## src/rtl/vm_multi_if.sv

```systemverilog
// Vending machine bus: customer and dispenser inputs plus vend/status outputs.
// The master drives coins and requests, and the slave (vm_multi) drives the results.
interface vm_multi_if #(
  parameter int unsigned N_ITEM   = 4,
  parameter int unsigned CREDIT_W = 8
);
  logic [1:0]          Coin;
  logic [N_ITEM-1:0]   Select;
  logic                Refund;
  logic                ChangeAck;
  logic [N_ITEM-1:0]   Drink;
  logic                Reject;
  logic                Short;
  logic                ChangeReq;
  logic [CREDIT_W-1:0] Credit;

  modport master (
    output Coin, Select, Refund, ChangeAck,
    input  Drink, Reject, Short, ChangeReq, Credit
  );

  modport slave (
    input  Coin, Select, Refund, ChangeAck,
    output Drink, Reject, Short, ChangeReq, Credit
  );
endinterface

```

## src/rtl/vm_multi.sv

```systemverilog
// Multi-product vending controller: coin credit, one-hot select, vend and coin-by-coin change.
// Define VM_AUTO_CHANGE_EN to return leftover credit automatically after each vend.
module vm_multi #(
  parameter int unsigned N_ITEM     = 4,
  parameter int unsigned CREDIT_W   = 8,
  parameter int unsigned MAX_CREDIT = 40,
  parameter logic [N_ITEM*CREDIT_W-1:0] PRICE_VEC = {8'd12, 8'd10, 8'd6, 8'd4}
) (
  input  logic       CLK,
  input  logic       nRESET,
  vm_multi_if.slave  bus
);

  typedef enum logic [1:0] {IDLE, CREDIT, VEND, CHANGE} state_t;

  state_t              state_q;
  logic [CREDIT_W-1:0] credit_q;
  logic [N_ITEM-1:0]   drink_q;
  logic                reject_q;
  logic                short_q;
  logic                change_req_q;

  logic                coin_valid;
  logic [CREDIT_W-1:0] coin_units;
  logic [CREDIT_W-1:0] credit_add_d;
  logic                coin_fits;
  logic                sel_onehot;
  logic [CREDIT_W-1:0] sel_price;
  logic                sel_afford;
  logic [CREDIT_W-1:0] credit_vend_d;

  always_comb begin
    coin_valid = (bus.Coin != 2'b00);
    unique case (bus.Coin)
      2'b01:   coin_units = CREDIT_W'(1);
      2'b10:   coin_units = CREDIT_W'(2);
      2'b11:   coin_units = CREDIT_W'(10);
      default: coin_units = '0;
    endcase
    // MAX_CREDIT + 10 fits in CREDIT_W, so this sum cannot wrap
    credit_add_d = credit_q + coin_units;
    coin_fits    = (credit_add_d <= CREDIT_W'(MAX_CREDIT));

    sel_onehot = $onehot(bus.Select);
    sel_price  = '0;
    for (int unsigned i = 0; i < N_ITEM; i++) begin
      if (bus.Select[i]) sel_price = PRICE_VEC[i*CREDIT_W +: CREDIT_W];
    end
    sel_afford    = (credit_q >= sel_price);
    credit_vend_d = credit_q - sel_price;
  end

  always_ff @(posedge CLK or negedge nRESET) begin
    if (!nRESET) begin
      state_q      <= IDLE;
      credit_q     <= '0;
      drink_q      <= '0;
      reject_q     <= 1'b0;
      short_q      <= 1'b0;
      change_req_q <= 1'b0;
    end else begin
      drink_q  <= '0;
      reject_q <= 1'b0;
      short_q  <= 1'b0;
      case (state_q)
        IDLE, CREDIT: begin
          // Coins outrank Refund, which outranks Select
          if (coin_valid) begin
            if (coin_fits) begin
              credit_q <= credit_add_d;
              state_q  <= CREDIT;
            end else begin
              reject_q <= 1'b1;
            end
          end else if (state_q == CREDIT) begin
            if (bus.Refund) begin
              state_q      <= CHANGE;
              change_req_q <= 1'b1;
            end else if (sel_onehot) begin
              if (sel_afford) begin
                state_q  <= VEND;
                drink_q  <= bus.Select;
                credit_q <= credit_vend_d;
              end else begin
                short_q <= 1'b1;
              end
            end
          end
        end
        VEND: begin
          if (coin_valid) reject_q <= 1'b1;
          if (credit_q == '0) begin
            state_q <= IDLE;
          end else begin
`ifdef VM_AUTO_CHANGE_EN
            state_q      <= CHANGE;
            change_req_q <= 1'b1;
`else
            state_q <= CREDIT;
`endif
          end
        end
        CHANGE: begin
          if (coin_valid) reject_q <= 1'b1;
          if (change_req_q && bus.ChangeAck) begin
            credit_q <= credit_q - CREDIT_W'(1);
            if (credit_q == CREDIT_W'(1)) begin
              change_req_q <= 1'b0;
              state_q      <= IDLE;
            end
          end
        end
      endcase
    end
  end

  assign bus.Drink     = drink_q;
  assign bus.Reject    = reject_q;
  assign bus.Short     = short_q;
  assign bus.ChangeReq = change_req_q;
  assign bus.Credit    = credit_q;

endmodule

```

## src/flat_wrapper.sv

```systemverilog
// flat-port wrapper written by rule: the top's interface ports become plain ports
module vm_multi_flat 
#(
  parameter int unsigned N_ITEM     = 4,
  parameter int unsigned CREDIT_W   = 8,
  parameter int unsigned MAX_CREDIT = 40,
  parameter logic [N_ITEM*CREDIT_W-1:0] PRICE_VEC = {8'd12, 8'd10, 8'd6, 8'd4}
)
  (CLK, nRESET, bus_Coin, bus_Select, bus_Refund, bus_ChangeAck, bus_Drink, bus_Reject, bus_Short, bus_ChangeReq, bus_Credit);
  vm_multi_if #(.N_ITEM(N_ITEM), .CREDIT_W(CREDIT_W)) bus_i ();
  input  logic CLK;
  input  logic nRESET;
  input wire logic [$bits(bus_i.Coin)-1:0] bus_Coin;
  input wire logic [$bits(bus_i.Select)-1:0] bus_Select;
  input wire logic [$bits(bus_i.Refund)-1:0] bus_Refund;
  input wire logic [$bits(bus_i.ChangeAck)-1:0] bus_ChangeAck;
  output wire logic [$bits(bus_i.Drink)-1:0] bus_Drink;
  output wire logic [$bits(bus_i.Reject)-1:0] bus_Reject;
  output wire logic [$bits(bus_i.Short)-1:0] bus_Short;
  output wire logic [$bits(bus_i.ChangeReq)-1:0] bus_ChangeReq;
  output wire logic [$bits(bus_i.Credit)-1:0] bus_Credit;
  assign bus_i.Coin = bus_Coin;
  assign bus_i.Select = bus_Select;
  assign bus_i.Refund = bus_Refund;
  assign bus_i.ChangeAck = bus_ChangeAck;
  assign bus_Drink = bus_i.Drink;
  assign bus_Reject = bus_i.Reject;
  assign bus_Short = bus_i.Short;
  assign bus_ChangeReq = bus_i.ChangeReq;
  assign bus_Credit = bus_i.Credit;
  vm_multi #(.N_ITEM(N_ITEM), .CREDIT_W(CREDIT_W), .MAX_CREDIT(MAX_CREDIT), .PRICE_VEC(PRICE_VEC)) u_core (.CLK(CLK), .nRESET(nRESET), .bus(bus_i));
endmodule
```

## config.mk

```make
export PLATFORM = sky130hd
export DESIGN_NAME = vm_multi_flat
export DESIGN_NICKNAME = d
export VERILOG_FILES = /design/src/rtl/vm_multi_if.sv /design/src/rtl/vm_multi.sv /design/src/flat_wrapper.sv
export SDC_FILE = /design/constraint.sdc
export NUM_CORES = 1
export LEC_CHECK = 0
export CELL_PAD_IN_SITES_DETAIL_PLACEMENT = 1
export CELL_PAD_IN_SITES_GLOBAL_PLACEMENT = 1
export CORE_MARGIN = 2
export CORE_UTILIZATION = 44
export CTS_BUF_LIST = sky130_fd_sc_hd__clkbuf_8
export CTS_CLUSTER_SIZE = 10
export DETAILED_ROUTE_END_ITERATION = 8
export PLACE_DENSITY = 0.95
export RECOVER_POWER = 50
export SETUP_SLACK_MARGIN = 0.4
export SLEW_MARGIN = 20
export SYNTH_ARGS = -nofsm -noshare
export SYNTH_HDL_FRONTEND = slang
export SYNTH_SLANG_ARGS = --single-unit
```

## constraint.sdc

```tcl
create_clock -name CLK -period 7.64 [get_ports CLK]
set_input_delay 1.528 -clock CLK [delete_from_list [all_inputs] [get_ports CLK]]
set_output_delay 1.528 -clock CLK [all_outputs]
set_load 0.02 [all_outputs]
```

======== Word level (Yosys, flattened, before mapping) ========
Cells that the tools add are included.
W data, S select, Z words.
word-level totals
  logic and storage cells ................. 89
  output and inout bits ................... 15
  bits in registers ....................... 17
cells by class
  mux-type cells .......................... 45
  add/subtract/negate cells ............... 6
  equal/unequal tests ..................... 20
  magnitude comparators ................... 2
  reduce and logical (&&, ||, !) cells .... 10
operators by type and width
  operator               number
  $mux W8                7
  $mux W4                8
  $mux W2                8
  $pmux W8 S2            1
  $mux W1                15
  $pmux W4 S3            1
  $reduce_and A6 Y1      2
  $ne A3 B1 Y1 const B   3
  $add A8 B4 Y8          1
  $eq A2 B2 Y1 const B   4
  $eq A8 B1 Y1 const B   1
  $ge A8 B4 Y1           1
  $le A8 B6 Y1 const B   1
  $logic_not A8 Y1       1
  $ne A4 B2 Y1 const B   2
  $sub A8 B1 Y8 const B  1
  $sub A8 B4 Y8          1
  $reduce_and A7 Y1      1
  $mux W3                2
  $ne A2 B1 Y1 const B   3
  $pmux W2 S3            1
  $add A1 B1 Y2          2
  $eq A2 B1 Y1 const B   2
  $ne A2 B2 Y1 const B   2
  other kinds (9)        12

======== Depth between registers and ports, before layout ========
  word-level depth ........................ 11
  depth in mapped cells ................... 12
  depth with buffers taken out ............ 12

======== Worst setup path after synthesis ========
No wires, ideal clock.
  kind .................................... input port to flip-flop
  start ................................... input bus_Coin[0]
  end ..................................... register u_core.credit_q[2], in the netlist u_core.bus.Credit[2]
  data arrival time ....................... 4.043 ns
  stages .................................. 10
  data required time ...................... 7.515 ns
  path buffers ............................ 0
  slack ................................... 3.472 ns
  library setup time ...................... 0.125 ns
  cell sequence ........................... nor2b_1 > ha_1 > fa_1 > a31o_2 > a311o_2 > o311a_1 > a41o_2 > o22ai_4 > and2b_4 > mux2_4
between the ends
  longest elaborated chain between the ends .. 6
RTL lines
  element                                                            RTL line                        source
  from (decl)                                                        flat_wrapper.sv:13              input wire logic [$bits(bus_i.Coin)-1:0] bus_Coin;
  $eq A2 B2 Y1 or $eq A2 B1 Y1 (tied branches)                       vm_multi.sv:34                  unique case (bus.Coin)
  $pmux W4 S3                                                        vm_multi.sv:34
  $add A8 B4 Y8                                                      vm_multi.sv:41                  credit_add_d = credit_q + coin_units;
  $le A8 B6 Y1 or $mux W8 (tied branches)                            vm_multi.sv:42, vm_multi.sv:69
  $ne A3 B3 Y1 (no source line) or $mux W8 (tied branches)           n/a
  $reduce_and A7 Y1 (no source line) or $pmux W8 S2 (tied branches)  n/a
  to (signal assigned)                                               vm_multi.sv:70                  credit_q <= credit_add_d;
  to (signal assigned)                                               vm_multi.sv:83                  credit_q <= credit_vend_d;
  to (signal assigned)                                               vm_multi.sv:106                 credit_q <= credit_q - CREDIT_W'(1);
  to (decl)                                                          vm_multi.sv:17                  logic [CREDIT_W-1:0] credit_q;
Several ways; a longest one is shown, not always the timed one. The select of a mux whose other input is x is not followed.
A chain may end at the register's enable or synchronous reset.

======== Final worst setup path ========
  start ................................... input bus_Select[3]
  end ..................................... register u_core.credit_q[2], in the netlist u_core.bus.Credit[2]
between the ends
  longest elaborated chain between the ends .. 8
RTL lines
  element        RTL line            source
  from (decl)    flat_wrapper.sv:14  input wire logic [$bits(bus_i.Select)-1:0] bus_Select;
  $mux W4        vm_multi.sv:47      if (bus.Select[i]) sel_price = PRICE_VEC[i*CREDIT_W +: CREDIT_W];
  $sub A8 B4 Y8  vm_multi.sv:50      credit_vend_d = credit_q - sel_price;
  $mux W8        vm_multi.sv:80      if (sel_afford) begin
  $mux W8        vm_multi.sv:79      end else if (sel_onehot) begin
  $mux W8        vm_multi.sv:76      if (bus.Refund) begin
  $mux W8        vm_multi.sv:75      end else if (state_q == CREDIT) begin
  $mux W8        vm_multi.sv:68      if (coin_valid) begin
  $pmux W8 S2    vm_multi.sv:65      case (state_q)
Several ways; a longest one is shown, not always the timed one. The select of a mux whose other input is x is not followed.

==> flow_summary.json <==
{
  "antenna_cells": 0,
  "fp-row-count": 21,
  "synth_edf_count": 0,
  "dr.pass1.iters": 4,
  "critPathLaunchType": "input pin",
  "vias_per_cell": 6.45,
  "detail-route-antenna-nets": 0,
  "setup_slack_ns": 2.74,
  "placed_area_sq_mm": 0.00177,
  "rsz0062_at_grt": "no",
  "clock_path_buffers": 2,
  "fin_nets": 232,
  "cts-root-buf": "clkbuf_8",
  "avgSynthCellArea_sq_um": 8.07,
  "first_iter_violations": 161,
  "synth_top_family_by_area": "simple AND/OR/NAND/NOR gates",
  "synth_cell_type_count": 45,
  "synth_seq_cells": 17,
  "synth_compound_area_share_pct": 20.3,
  "initial_core_util_pct": 45.5,
  "synthAdderAreaFrac_pct": 14.7,
  "drc": 0,
  "area_growth_pct": 19.8,
  "synthTopCellsByCount": "21 x nand2_1, 21 x nor2_1, 17 x dfrtp_1, 15 x a21oi_1, 13 x ha_1",
  "clk_latency_ns": 0.26,
  "period_share_pct": 64.2,
  "synthSimpleGateAreaFrac_pct": 25.9,
  "vias": 1618,
  "ys_async_sr_fraction_pct": 100,
  "layout-drive-gt1-share_pct": 7.80,
  "place_hpwl_microns": 3800,
  "fmax_ghz": 0.204,
  "port_buffers": 24,
  "pin_count": 25,
  "grtUsageTotal_pct": 28.2,
  "synth_top_area_share_pct": 28.0,
  "power_density_mw_per_mm2": 399,
  "cap_violations": 0,
  "leakage_nw": 0.776,
  "grt_pass1_vias": 1689,
  "design_area_sq_mm": 0.00182,
  "synthMuxAreaShare_pct": 2.39,
  "routedWlPerCell_microns": 21.1,
  "drv_slew": 0,
  "grt_max_degree": 18,
  "yosysWarnings": 0,
  "cts-buffers-inserted": 3,
  "dp_slack_ns": 2.60,
  "die_area_sq_mm": 0.00394,
  "grt-ovfl-total": 0,
  "min_period_ns": 4.90,
  "ys_seq_area_share_pct": 28.0,
  "slew_headroom_pct": 42.2,
  "syn-cell-area_sq_mm": 0.00152,
  "ys.flop_type": "dfrtp_1",
  "path_max_fanout": 5,
  "cts_tree": "done",
  "peakVddDrop_mv": 0.187,
  "die_x_microns": 62.7,
  "crit_type": "input pin to register",
  "yosys.area.top_type": "dfrtp_1",
  "antenna_found_initial": 0,
  "wirelength_microns": 5290,
  "cts_setup_buffers": 0,
  "htree_levels": 1,
  "cp.arrival_ns": 5.05,
  "worst_pin_slew_ns": 0.865,
  "setup_tns_ns": 0,
  "status": "completed",
  "hold_buffers": 0,
  "ys_top_cells_by_area": "dfrtp_1 28%, ha_1 11%, nand2_1 5.2%",
  "grt_pass1_wl_microns": 8680,
  "synthXorXnorAreaFrac_pct": 3.46,
  "hold_viol": 0,
  "cp-end-kind": "register",
  "synth_fp_nets": 214,
  "min_path_type": "register to register",
  "clock-sinks": 17,
  "gp_congestion": 0.956,
  "core-area_sq_mm": 0.00334,
  "synth_cells": 188,
  "post_cts_resized": 0,
  "clk_pin_slew_ns": 0.08,
  "setup_violations": 0,
  "die_h_microns": 62.7,
  "fin_skew_ns": 0.00830,
  "cp.required_ns": 7.79
}
==> metrics by stage <==
stage | cells | util [%] | hold WS [ns] | power (W)
3_5_place_dp | 247 | 53.0 | 0.576 | 0.000632
3_3_place_gp | 247 | 53.0 | 0.563 | 0.000597
5_1_grt | 251 | 54.5 | 0.647 | 0.000771
4_1_cts | 251 | 54.5 | 0.600 | 0.000717
6_report | 251 | 54.5 | 0.596 | 0.000726
2_1_floorplan | 188 | - | 0.644 | 0.000487
==> flip-flops by register name, indices dropped and copies added, names as in the netlist <==
register and cells:
u_core.bus.ChangeReq 1, u_core.state_q 2, u_core.bus.Short 1, u_core.bus.Credit 8, u_core.bus.Reject 1, u_core.bus.Drink 4
==> kinds of logic after synthesis <==
family | after synthesis
flops | 17
mux | 3
compound gates | 46
simple gates | 80
xor+xnor | 6
fa+ha+maj | 16
buf+inv | 20
==> cell type report <==
cell class	count	area (sq um)
Clock inverter	1	7.51
Multi-Input combinational cell	151	1010
Sequential cell	17	425
Fill cell	408	1520
Inverter	9	33.8
Timing Repair Buffer	24	240
Tap cell	46	57.6
Clock buffer	3	41.3
==> layer usage <==
layer  up-vias  routed length [microns]  GRT usage [%]
li1        710                        -              -
met1       792                     2040           34.6
met4         0                      229           12.2
met3        27                      407           5.05
met2        89                     2610           48.4
met5         -                        0              0
==> power by group <==
part | switching, W | internal [W] | leakage [nW]
registers | 0.0000842 | 0.000119 | 0.206
clock network | 0.0000371 | 0.0000367 | 0.0217
logic | 0.000256 | 0.000193 | 0.549
==> critical path: stages <==
cell and delay [ns]:
clkdlybuf4s50_1 0.58, inv_1 0.11, ha_1 0.30, ha_1 0.20, fa_1 0.43, nor2_1 0.15
nand2_1 0.15, o31ai_1 0.62, o21ai_0 0.33, and2b_4 0.36, mux2_4 0.30
==> placed cells by master, fill, tap and decap left out, drive strengths merged, types with 2 or more instances in the layout <==
cell           Yosys  final
nor4               4      4
a31o               2      2
dlygate4sd3        0      8
inv                9      9
fa                 3      3
dfrtp             17     17
or2                3      3
a31oi              4      4
clkdlybuf4s50      0     16
xor2               2      2
xnor2              4      4
nor2b              5      5
o211ai             2      2
nor3               8      8
mux2               2      2
nand3              7      7
and2               2      2
nand2             21     21
nand4              3      3
clkbuf             7      3
ha                13     13
o21ai              9      9
a21oi             15     15
nor2              21     21
o22ai              3      3
==> final timing paths <==
kind	depth (start not counted)	slack, ns	endpoint	from
max	11	2.74	u_core.bus.Credit[2]	bus_Select[3]
min	2	0.60	u_core.bus.ChangeReq	u_core.bus.ChangeReq
max reg2reg	9	4.24	u_core.bus.Credit[2]	u_core.bus.Credit[0]
min reg2reg	2	0.60	u_core.bus.ChangeReq	u_core.bus.ChangeReq
max in group asynchronous	1	5.28	u_core.bus.Reject	nRESET
min in group asynchronous	1	1.82	u_core.bus.Credit[1]	nRESET
Power figures use the tool's default switching activity.
